File: config.mk
export PLATFORM = sky130hd
export DESIGN_NAME = bpu_update_ctrl_flat
export DESIGN_NICKNAME = d
export VERILOG_FILES = /design/src/rtl/bpu_update_ctrl_if.sv /design/src/rtl/bpu_update_ctrl.sv /design/src/flat_wrapper.sv
export SDC_FILE = /design/constraint.sdc
export NUM_CORES = 1
export LEC_CHECK = 0
export CAP_MARGIN = 20
export CELL_PAD_IN_SITES_DETAIL_PLACEMENT = 0
export CELL_PAD_IN_SITES_GLOBAL_PLACEMENT = 2
export CORE_MARGIN = 2
export CORE_UTILIZATION = 29
export CTS_CLUSTER_DIAMETER = 40
export CTS_CLUSTER_SIZE = 16
export DETAILED_ROUTE_END_ITERATION = 6
export GPL_TIMING_DRIVEN = 1
export PLACE_DENSITY = 0.83
export SYNTH_ARGS = -nofsm -noshare
export SYNTH_HDL_FRONTEND = slang
export SYNTH_SLANG_ARGS = --single-unit
File: constraint.sdc
create_clock -name clk -period 2.7 [get_ports clk]
set_input_delay 0.27 -clock clk [delete_from_list [all_inputs] [get_ports clk]]
set_output_delay 0.27 -clock clk [all_outputs]
set_load 0.01 [all_outputs]
File: src/rtl/bpu_update_ctrl_if.sv
// Handshake and status bundle between fetch/EXE and the gshare update controller.
interface bpu_update_ctrl_if #(
  parameter int unsigned GHR_BITS = 8
);
  logic [31:0]         fetch_pc;
  logic [GHR_BITS-1:0] lookup_index;
  logic                pred_valid;
  logic                pred_taken;
  logic                pred_ready;
  logic                res_valid;
  logic                res_taken;
  logic                res_ready;
  logic                ext_flush;
  logic                upd_valid;
  logic [GHR_BITS-1:0] upd_index;
  logic                upd_taken;
  logic                mispredict;
  logic                init_valid;
  logic [GHR_BITS-1:0] init_index;
  logic [GHR_BITS-1:0] ghr_spec;

  modport master (
    output fetch_pc, pred_valid, pred_taken, res_valid, res_taken, ext_flush,
    input  lookup_index, pred_ready, res_ready, upd_valid, upd_index, upd_taken,
           mispredict, init_valid, init_index, ghr_spec
  );

  modport slave (
    input  fetch_pc, pred_valid, pred_taken, res_valid, res_taken, ext_flush,
    output lookup_index, pred_ready, res_ready, upd_valid, upd_index, upd_taken,
           mispredict, init_valid, init_index, ghr_spec
  );
endinterface

File: src/rtl/bpu_update_ctrl.sv
// gshare sequencing controller: BHT init sweep, in-order prediction queue,
// counter-update issue and speculative/architectural history repair.
module bpu_update_ctrl #(
  parameter int unsigned GHR_BITS = 8,
  parameter int unsigned BHT_SIZE = 256,
  parameter int unsigned DEPTH    = 4
) (
  input logic             clk,
  input logic             reset,
  bpu_update_ctrl_if.slave bus
);
  localparam int unsigned PW = $clog2(DEPTH);
  localparam int unsigned CW = PW + 1;

  typedef enum logic {INIT, RUN} state_t;

  state_t              state_q, state_d;
  logic [GHR_BITS-1:0] init_cnt_q, init_cnt_d;
  logic [GHR_BITS-1:0] ghr_spec_q, ghr_spec_d;
  logic [GHR_BITS-1:0] ghr_arch_q, ghr_arch_d;
  logic [GHR_BITS-1:0] upd_index_q, upd_index_d;
  logic                upd_valid_q, upd_valid_d;
  logic                upd_taken_q, upd_taken_d;
  logic                mispredict_q, mispredict_d;
  logic [PW-1:0]       wr_ptr_q, wr_ptr_d;
  logic [PW-1:0]       rd_ptr_q, rd_ptr_d;
  logic [CW-1:0]       count_q, count_d;

  logic [GHR_BITS-1:0] idx_mem [DEPTH];
  logic [DEPTH-1:0]    tkn_mem;

  logic [GHR_BITS-1:0] lookup;
  logic                pred_ready, res_ready;
  logic                push, pop, mis, flush;
  logic                unused_pc;

  assign lookup     = bus.fetch_pc[GHR_BITS+1:2] ^ ghr_spec_q;
  assign unused_pc  = ^{bus.fetch_pc[31:GHR_BITS+2], bus.fetch_pc[1:0]};
  assign pred_ready = (state_q == RUN) && (count_q < CW'(DEPTH));
  assign res_ready  = (state_q == RUN) && (count_q != '0);
  assign push       = bus.pred_valid & pred_ready;
  assign pop        = bus.res_valid & res_ready;
  assign mis        = pop & (bus.res_taken != tkn_mem[rd_ptr_q]);
  assign flush      = mis | ((state_q == RUN) & bus.ext_flush);

  always_comb begin
    state_d      = state_q;
    init_cnt_d   = init_cnt_q;
    ghr_spec_d   = ghr_spec_q;
    ghr_arch_d   = ghr_arch_q;
    upd_valid_d  = 1'b0;
    upd_index_d  = upd_index_q;
    upd_taken_d  = upd_taken_q;
    mispredict_d = 1'b0;
    wr_ptr_d     = wr_ptr_q;
    rd_ptr_d     = rd_ptr_q;
    count_d      = count_q;
    case (state_q)
      INIT: begin
        init_cnt_d = init_cnt_q + 1'b1;
        if (init_cnt_q == GHR_BITS'(BHT_SIZE - 1)) state_d = RUN;
      end
      RUN: begin
        if (pop) begin
          ghr_arch_d   = {ghr_arch_q[GHR_BITS-2:0], bus.res_taken};
          upd_valid_d  = 1'b1;
          upd_index_d  = idx_mem[rd_ptr_q];
          upd_taken_d  = bus.res_taken;
          mispredict_d = mis;
          rd_ptr_d     = rd_ptr_q + 1'b1;
        end
        if (push) begin
          wr_ptr_d   = wr_ptr_q + 1'b1;
          ghr_spec_d = {ghr_spec_q[GHR_BITS-2:0], bus.pred_taken};
        end
        count_d = count_q + CW'(push) - CW'(pop);
        // Both flush causes repair from the post-pop architectural history,
        // which for a mispredict already contains the corrected direction.
        if (flush) begin
          wr_ptr_d   = '0;
          rd_ptr_d   = '0;
          count_d    = '0;
          ghr_spec_d = ghr_arch_d;
        end
      end
      default: state_d = INIT;
    endcase
  end

  always_ff @(posedge clk) begin
    if (reset) begin
      state_q      <= INIT;
      init_cnt_q   <= '0;
      ghr_spec_q   <= '0;
      ghr_arch_q   <= '0;
      upd_valid_q  <= 1'b0;
      upd_index_q  <= '0;
      upd_taken_q  <= 1'b0;
      mispredict_q <= 1'b0;
      wr_ptr_q     <= '0;
      rd_ptr_q     <= '0;
      count_q      <= '0;
    end else begin
      state_q      <= state_d;
      init_cnt_q   <= init_cnt_d;
      ghr_spec_q   <= ghr_spec_d;
      ghr_arch_q   <= ghr_arch_d;
      upd_valid_q  <= upd_valid_d;
      upd_index_q  <= upd_index_d;
      upd_taken_q  <= upd_taken_d;
      mispredict_q <= mispredict_d;
      wr_ptr_q     <= wr_ptr_d;
      rd_ptr_q     <= rd_ptr_d;
      count_q      <= count_d;
    end
  end

  always_ff @(posedge clk) begin
    if (push && !flush) begin
      idx_mem[wr_ptr_q] <= lookup;
      tkn_mem[wr_ptr_q] <= bus.pred_taken;
    end
  end

  assign bus.lookup_index = lookup;
  assign bus.pred_ready   = pred_ready;
  assign bus.res_ready    = res_ready;
  assign bus.upd_valid    = upd_valid_q;
  assign bus.upd_index    = upd_index_q;
  assign bus.upd_taken    = upd_taken_q;
  assign bus.mispredict   = mispredict_q;
  assign bus.init_valid   = (state_q == INIT);
  assign bus.init_index   = init_cnt_q;
  assign bus.ghr_spec     = ghr_spec_q;
endmodule
File: src/flat_wrapper.sv
// flat-port wrapper written by rule: the top's interface ports become plain ports
module bpu_update_ctrl_flat 
#(
  parameter int unsigned GHR_BITS = 8,
  parameter int unsigned BHT_SIZE = 256,
  parameter int unsigned DEPTH    = 4
)
  (clk, reset, bus_fetch_pc, bus_pred_valid, bus_pred_taken, bus_res_valid, bus_res_taken, bus_ext_flush, bus_lookup_index, bus_pred_ready, bus_res_ready, bus_upd_valid, bus_upd_index, bus_upd_taken, bus_mispredict, bus_init_valid, bus_init_index, bus_ghr_spec);
  bpu_update_ctrl_if #(.GHR_BITS(GHR_BITS)) bus_i ();
  input logic clk;
  input logic reset;
  input wire logic [$bits(bus_i.fetch_pc)-1:0] bus_fetch_pc;
  input wire logic [$bits(bus_i.pred_valid)-1:0] bus_pred_valid;
  input wire logic [$bits(bus_i.pred_taken)-1:0] bus_pred_taken;
  input wire logic [$bits(bus_i.res_valid)-1:0] bus_res_valid;
  input wire logic [$bits(bus_i.res_taken)-1:0] bus_res_taken;
  input wire logic [$bits(bus_i.ext_flush)-1:0] bus_ext_flush;
  output wire logic [$bits(bus_i.lookup_index)-1:0] bus_lookup_index;
  output wire logic [$bits(bus_i.pred_ready)-1:0] bus_pred_ready;
  output wire logic [$bits(bus_i.res_ready)-1:0] bus_res_ready;
  output wire logic [$bits(bus_i.upd_valid)-1:0] bus_upd_valid;
  output wire logic [$bits(bus_i.upd_index)-1:0] bus_upd_index;
  output wire logic [$bits(bus_i.upd_taken)-1:0] bus_upd_taken;
  output wire logic [$bits(bus_i.mispredict)-1:0] bus_mispredict;
  output wire logic [$bits(bus_i.init_valid)-1:0] bus_init_valid;
  output wire logic [$bits(bus_i.init_index)-1:0] bus_init_index;
  output wire logic [$bits(bus_i.ghr_spec)-1:0] bus_ghr_spec;
  assign bus_i.fetch_pc = bus_fetch_pc;
  assign bus_i.pred_valid = bus_pred_valid;
  assign bus_i.pred_taken = bus_pred_taken;
  assign bus_i.res_valid = bus_res_valid;
  assign bus_i.res_taken = bus_res_taken;
  assign bus_i.ext_flush = bus_ext_flush;
  assign bus_lookup_index = bus_i.lookup_index;
  assign bus_pred_ready = bus_i.pred_ready;
  assign bus_res_ready = bus_i.res_ready;
  assign bus_upd_valid = bus_i.upd_valid;
  assign bus_upd_index = bus_i.upd_index;
  assign bus_upd_taken = bus_i.upd_taken;
  assign bus_mispredict = bus_i.mispredict;
  assign bus_init_valid = bus_i.init_valid;
  assign bus_init_index = bus_i.init_index;
  assign bus_ghr_spec = bus_i.ghr_spec;
  bpu_update_ctrl #(.GHR_BITS(GHR_BITS), .BHT_SIZE(BHT_SIZE), .DEPTH(DEPTH)) u_core (.clk(clk), .reset(reset), .bus(bus_i));
endmodule
==> Flow_metrics.wiki, run 1 <==
{| class="wikitable"
! Metric !! Value
|-
| Outcome || complete, no violations
|-
| Count of port buffers added during placement || 52
|-
| Part of the power in registers || 49.1%
|-
| Vias post-DR || 2,256
|-
| Count of final setup violators || 0
|-
| GR Util All Layers || 11.8%
|-
| Area added between synthesis and finish || 30.1%
|-
| Multi-input gate area in the final layout || 1250 µm²
|-
| Vias in the first global route || 2,214
|-
| DIE AREA || 12,300 µm²
|-
| Most area-hungry cell type in the Yosys netlist || sky130_fd_sc_hd__edfxtp_1
|-
| Critical Path Sink Type || flop
|-
| Wire per inst || 14.7 µm
|-
| Clock Path Buffers || 2
|-
| Pleak || 1.48 nW
|-
| Slew HR || 32.9%
|-
| Cell count after synthesis || 281
|-
| Top FF cell, synth || sky130_fd_sc_hd__dfxtp_1
|-
| Iter 0 DRT Violations || 151
|-
| Overall power || 0.00256 W
|-
| WHS Path Cells || 2
|-
| P_int || 0.00204 W
|-
| Number of resized instances in the post-cts repair step || 0
|-
| # nets final || 386
|-
| Pre-Repair DR Iteration Count || 4
|-
| Wire length of the first global-routing pass || 11,300 µm
|-
| Worst Path Class, Setup || reg2reg
|-
| Vert. Die Dim || 111 µm
|-
| Hold Fails Final Rpt || 0
|-
| Number of nets in the synthesized netlist || 328
|-
| Largest fanout of any net on the critical path || 11
|-
| Clk_lat worst skew || 0.33 ns
|-
| R2R cell count || 4
|-
| Count of standard-cell rows || 38
|-
| Flip-flop and latch area || 1940 µm²
|-
| Synthesized area || 3300 µm²
|-
| Arrival time of the worst setup path || 2.50 ns
|-
| Core footprint || 11,000 µm²
|-
| Setup Buffers After CTS || 0
|-
| H-tree Lvls || 3
|-
| Starting utilization of the core area || 30.1%
|-
| Clock share of power || 47.5%
|-
| CP Launch Type || flop
|-
| Number of top-level pins || 77
|-
| Number of warning messages in the yosys log || 0
|-
| Average instance area after synthesis || 11.8 µm²
|-
| Switch share || 20.3%
|-
| Number of filler instances in the final layout || 1,068
|-
| Tcrit/Tclk final || 94.5%
|-
| Maximum Capacitance Violations || 0
|-
| DRC errors left || 0
|-
| Pin slew with the least headroom to its limit || 1.00 ns
|-
| Post-cts hold buffer count || 0
|-
| Peak supply drop || 0.299 mV
|-
| RSZ-0062 raised after global routing || no
|-
| Count of cell types in the netlist || 39
|-
| Classification of the worst-slack hold path || reg2reg
|-
| Fraction of post-synthesis cell area in the top cell type by area || 32.7%
|-
| CTS tree || done
|-
| Reg-to-reg slack, setup || 0.15 ns
|-
| Final wirelength || 7100 µm
|-
| Top area cells in the synthesized netlist || sky130_fd_sc_hd__edfxtp_1 (33%), sky130_fd_sc_hd__dfxtp_1 (26%), sky130_fd_sc_hd__mux4_2 (6.1%)
|-
| Async SR Flop Fraction || 0%
|-
| Post-CTS clock slew at the launch and capture registers of the worst setup and hold paths || 0.06 ns
|-
| Detail Route Antenna Nets || 0
|-
| Post-synthesis sequential area ratio || 58.8%
|-
| Switching pwr || 0.000520 W
|-
| Power Density || 596 nW/µm²
|-
| Detail-routed via count per cell || 4.66
|-
| Layout cells sized above 1 || 12.5%
|-
| Aggregate negative setup slack || 0 ns
|-
| CTS Buf Count || 9
|-
| Number of synthesized flops with an enable pin || 36
|-
| ANT cells || 0
|-
| Number of storage elements in the synthesis netlist || 79
|-
| Antenna violations before repair || 0
|-
| Die X-Extent || 111 µm
|-
| Worst path required time || 2.65 ns
|-
| Largest clock skew in the final design || 0.00651 ns
|-
| Tmin final || 2.55 ns
|-
| Final Max Slew Viols || 0
|-
| Combinational group share of total power || 3.4%
|-
| Largest net degree at the start of global routing || 47
|-
| Top achievable clock speed || 392 MHz
|-
| Clk sink count || 79
|-
| Hpwl dp || 4830 µm
|-
| Cell at the root of the clock tree || sky130_fd_sc_hd__clkbuf_16
|-
| Routability cong. || 0.710
|-
| Global-route congestion overflow total || 0
|}
through the flow:
stage	setup WS, ns	std cells	cell area, µm²	utilization [%]	hold slack, ns
2_1_floorplan	0.0420	281	3300	-	0.369
3_3_place_gp	0.186	468	4000	36.4	0.446
3_5_place_dp	0.108	468	4000	36.4	0.449
4_1_cts	0.107	484	4300	39.1	0.457
5_1_grt	0.0313	484	4300	39.1	0.472
6_report	0.149	484	4300	39.1	0.454
sequential cells by signal, summed over array words and instances, names as in the netlist:
register and flops:
u_core.state_q 1, u_core.bus.upd_index 8, u_core.count_q 3, u_core.bus.init_index 8, u_core.tkn_mem 4, u_core.bus.upd_valid 1, u_core.ghr_arch_q 8, u_core.idx_mem 32
u_core.rd_ptr_q 2, u_core.bus.upd_taken 1, u_core.wr_ptr_q 2, u_core.bus.ghr_spec 8, u_core.bus.mispredict 1
synth_stat cells, drive strengths merged, types with 2 or more instances:
library cell  instances
o32ai                 2
buf                   7
inv                  11
o21ai                 5
nor2b                 2
mux2                  7
nand3b                3
nand4                 3
a21oi                27
nor2                 15
nand3                 3
or3                   2
ha                    7
o311ai                2
edfxtp               36
clkbuf                7
nand2                54
xnor2                 4
xor2                 14
nor3                  7
mux4                  9
dfxtp                43
worst max-delay path, stage by stage, from the launching register on:
cell and delay [ns]:
sky130_fd_sc_hd__dfxtp_1 0.36, sky130_fd_sc_hd__mux4_2 0.60, sky130_fd_sc_hd__xnor2_4 0.26, sky130_fd_sc_hd__o21ai_4 0.15
sky130_fd_sc_hd__nor2_1 0.80
routing by layer:
metal  part of all wire, %  track usage (%)
met5                     0                0
met2                    49             19.5
met4                   1.6             4.75
met1                    46             14.9
met3                   3.2             3.01
path summary, 6_finish.rpt:
check,start,endpoint
hold reg to reg,u_core.bus.upd_index[6],u_core.bus.upd_index[6]
setup / recovery,u_core.rd_ptr_q[0],u_core.idx_mem[3][5]
hold / removal,u_core.bus.upd_index[6],u_core.bus.upd_index[6]
setup reg to reg,u_core.rd_ptr_q[0],u_core.idx_mem[3][5]
cell type report:
type	count	share of cell area [%]
clock inverter	5	1.31
sequential	79	45.2
clock buffer	11	5.65
timing repair buffer	61	13.7
multi-input combinational	177	29.1
inverter	11	0.961
tap	140	4.08
power groups by stage:
stage	Sequential (W)	Clock, W	Combinational (W)
3_3_place_gp	0.00128	0	0.0000872
2_1_floorplan	0.00128	0	0.0000327
6_report	0.00126	0.00121	0.0000879
5_1_grt	0.00126	0.00128	0.0000947
4_1_cts	0.00126	0.00124	0.0000896
3_5_place_dp	0.00128	0	0.0000892
kinds of logic after synthesis:
family | after synthesis | share of synthesized area (%)
AND/OR/NAND/NOR | 92 | 12.2
buffers and inverters | 25 | 3.30
AO/OA/AOI/OAI | 42 | 8.22
flip-flops | 79 | 58.8
XOR/XNOR | 18 | 5.34
multiplexers | 17 | 8.83
adder cells (fa/ha/maj) | 8 | 3.26
layout by cell type, fill, tap and decap left out, types with 3 or more instances in the layout:
| cell | n |
|---|---|
| sky130_fd_sc_hd__buf_4 | 9 |
| sky130_fd_sc_hd__edfxtp_1 | 36 |
| sky130_fd_sc_hd__dfxtp_1 | 43 |
| sky130_fd_sc_hd__clkbuf_16 | 9 |
| sky130_fd_sc_hd__o21ai_0 | 4 |
| sky130_fd_sc_hd__nand2_1 | 54 |
| sky130_fd_sc_hd__mux4_2 | 9 |
| sky130_fd_sc_hd__clkdlybuf4s50_1 | 52 |
| sky130_fd_sc_hd__nand4_1 | 3 |
| sky130_fd_sc_hd__nand3_1 | 3 |
| sky130_fd_sc_hd__mux2_2 | 6 |
| sky130_fd_sc_hd__ha_1 | 7 |
| sky130_fd_sc_hd__nor3_1 | 6 |
| sky130_fd_sc_hd__a21oi_1 | 27 |
| sky130_fd_sc_hd__xnor2_1 | 3 |
| sky130_fd_sc_hd__xor2_1 | 14 |
| sky130_fd_sc_hd__inv_1 | 11 |
| sky130_fd_sc_hd__nand3b_1 | 3 |
| sky130_fd_sc_hd__nor2_1 | 15 |
Note: power is estimated with default switching activity, not from simulation.
==> run 2, diff against run 1 <==
Settings changed: ABC_CLOCK_PERIOD_IN_PS set to 2700, CTS_CLUSTER_SIZE 16 to unset.
==> results of run 2 <==
Same layout as run 1: the final DEF is identical, and so are final timing and power.
==> run 3, diff against run 2 <==
Settings changed: CTS_CLUSTER_SIZE set to 40.
==> results of run 3 <==
Same layout as run 1: the final DEF is identical, and so are final timing and power.
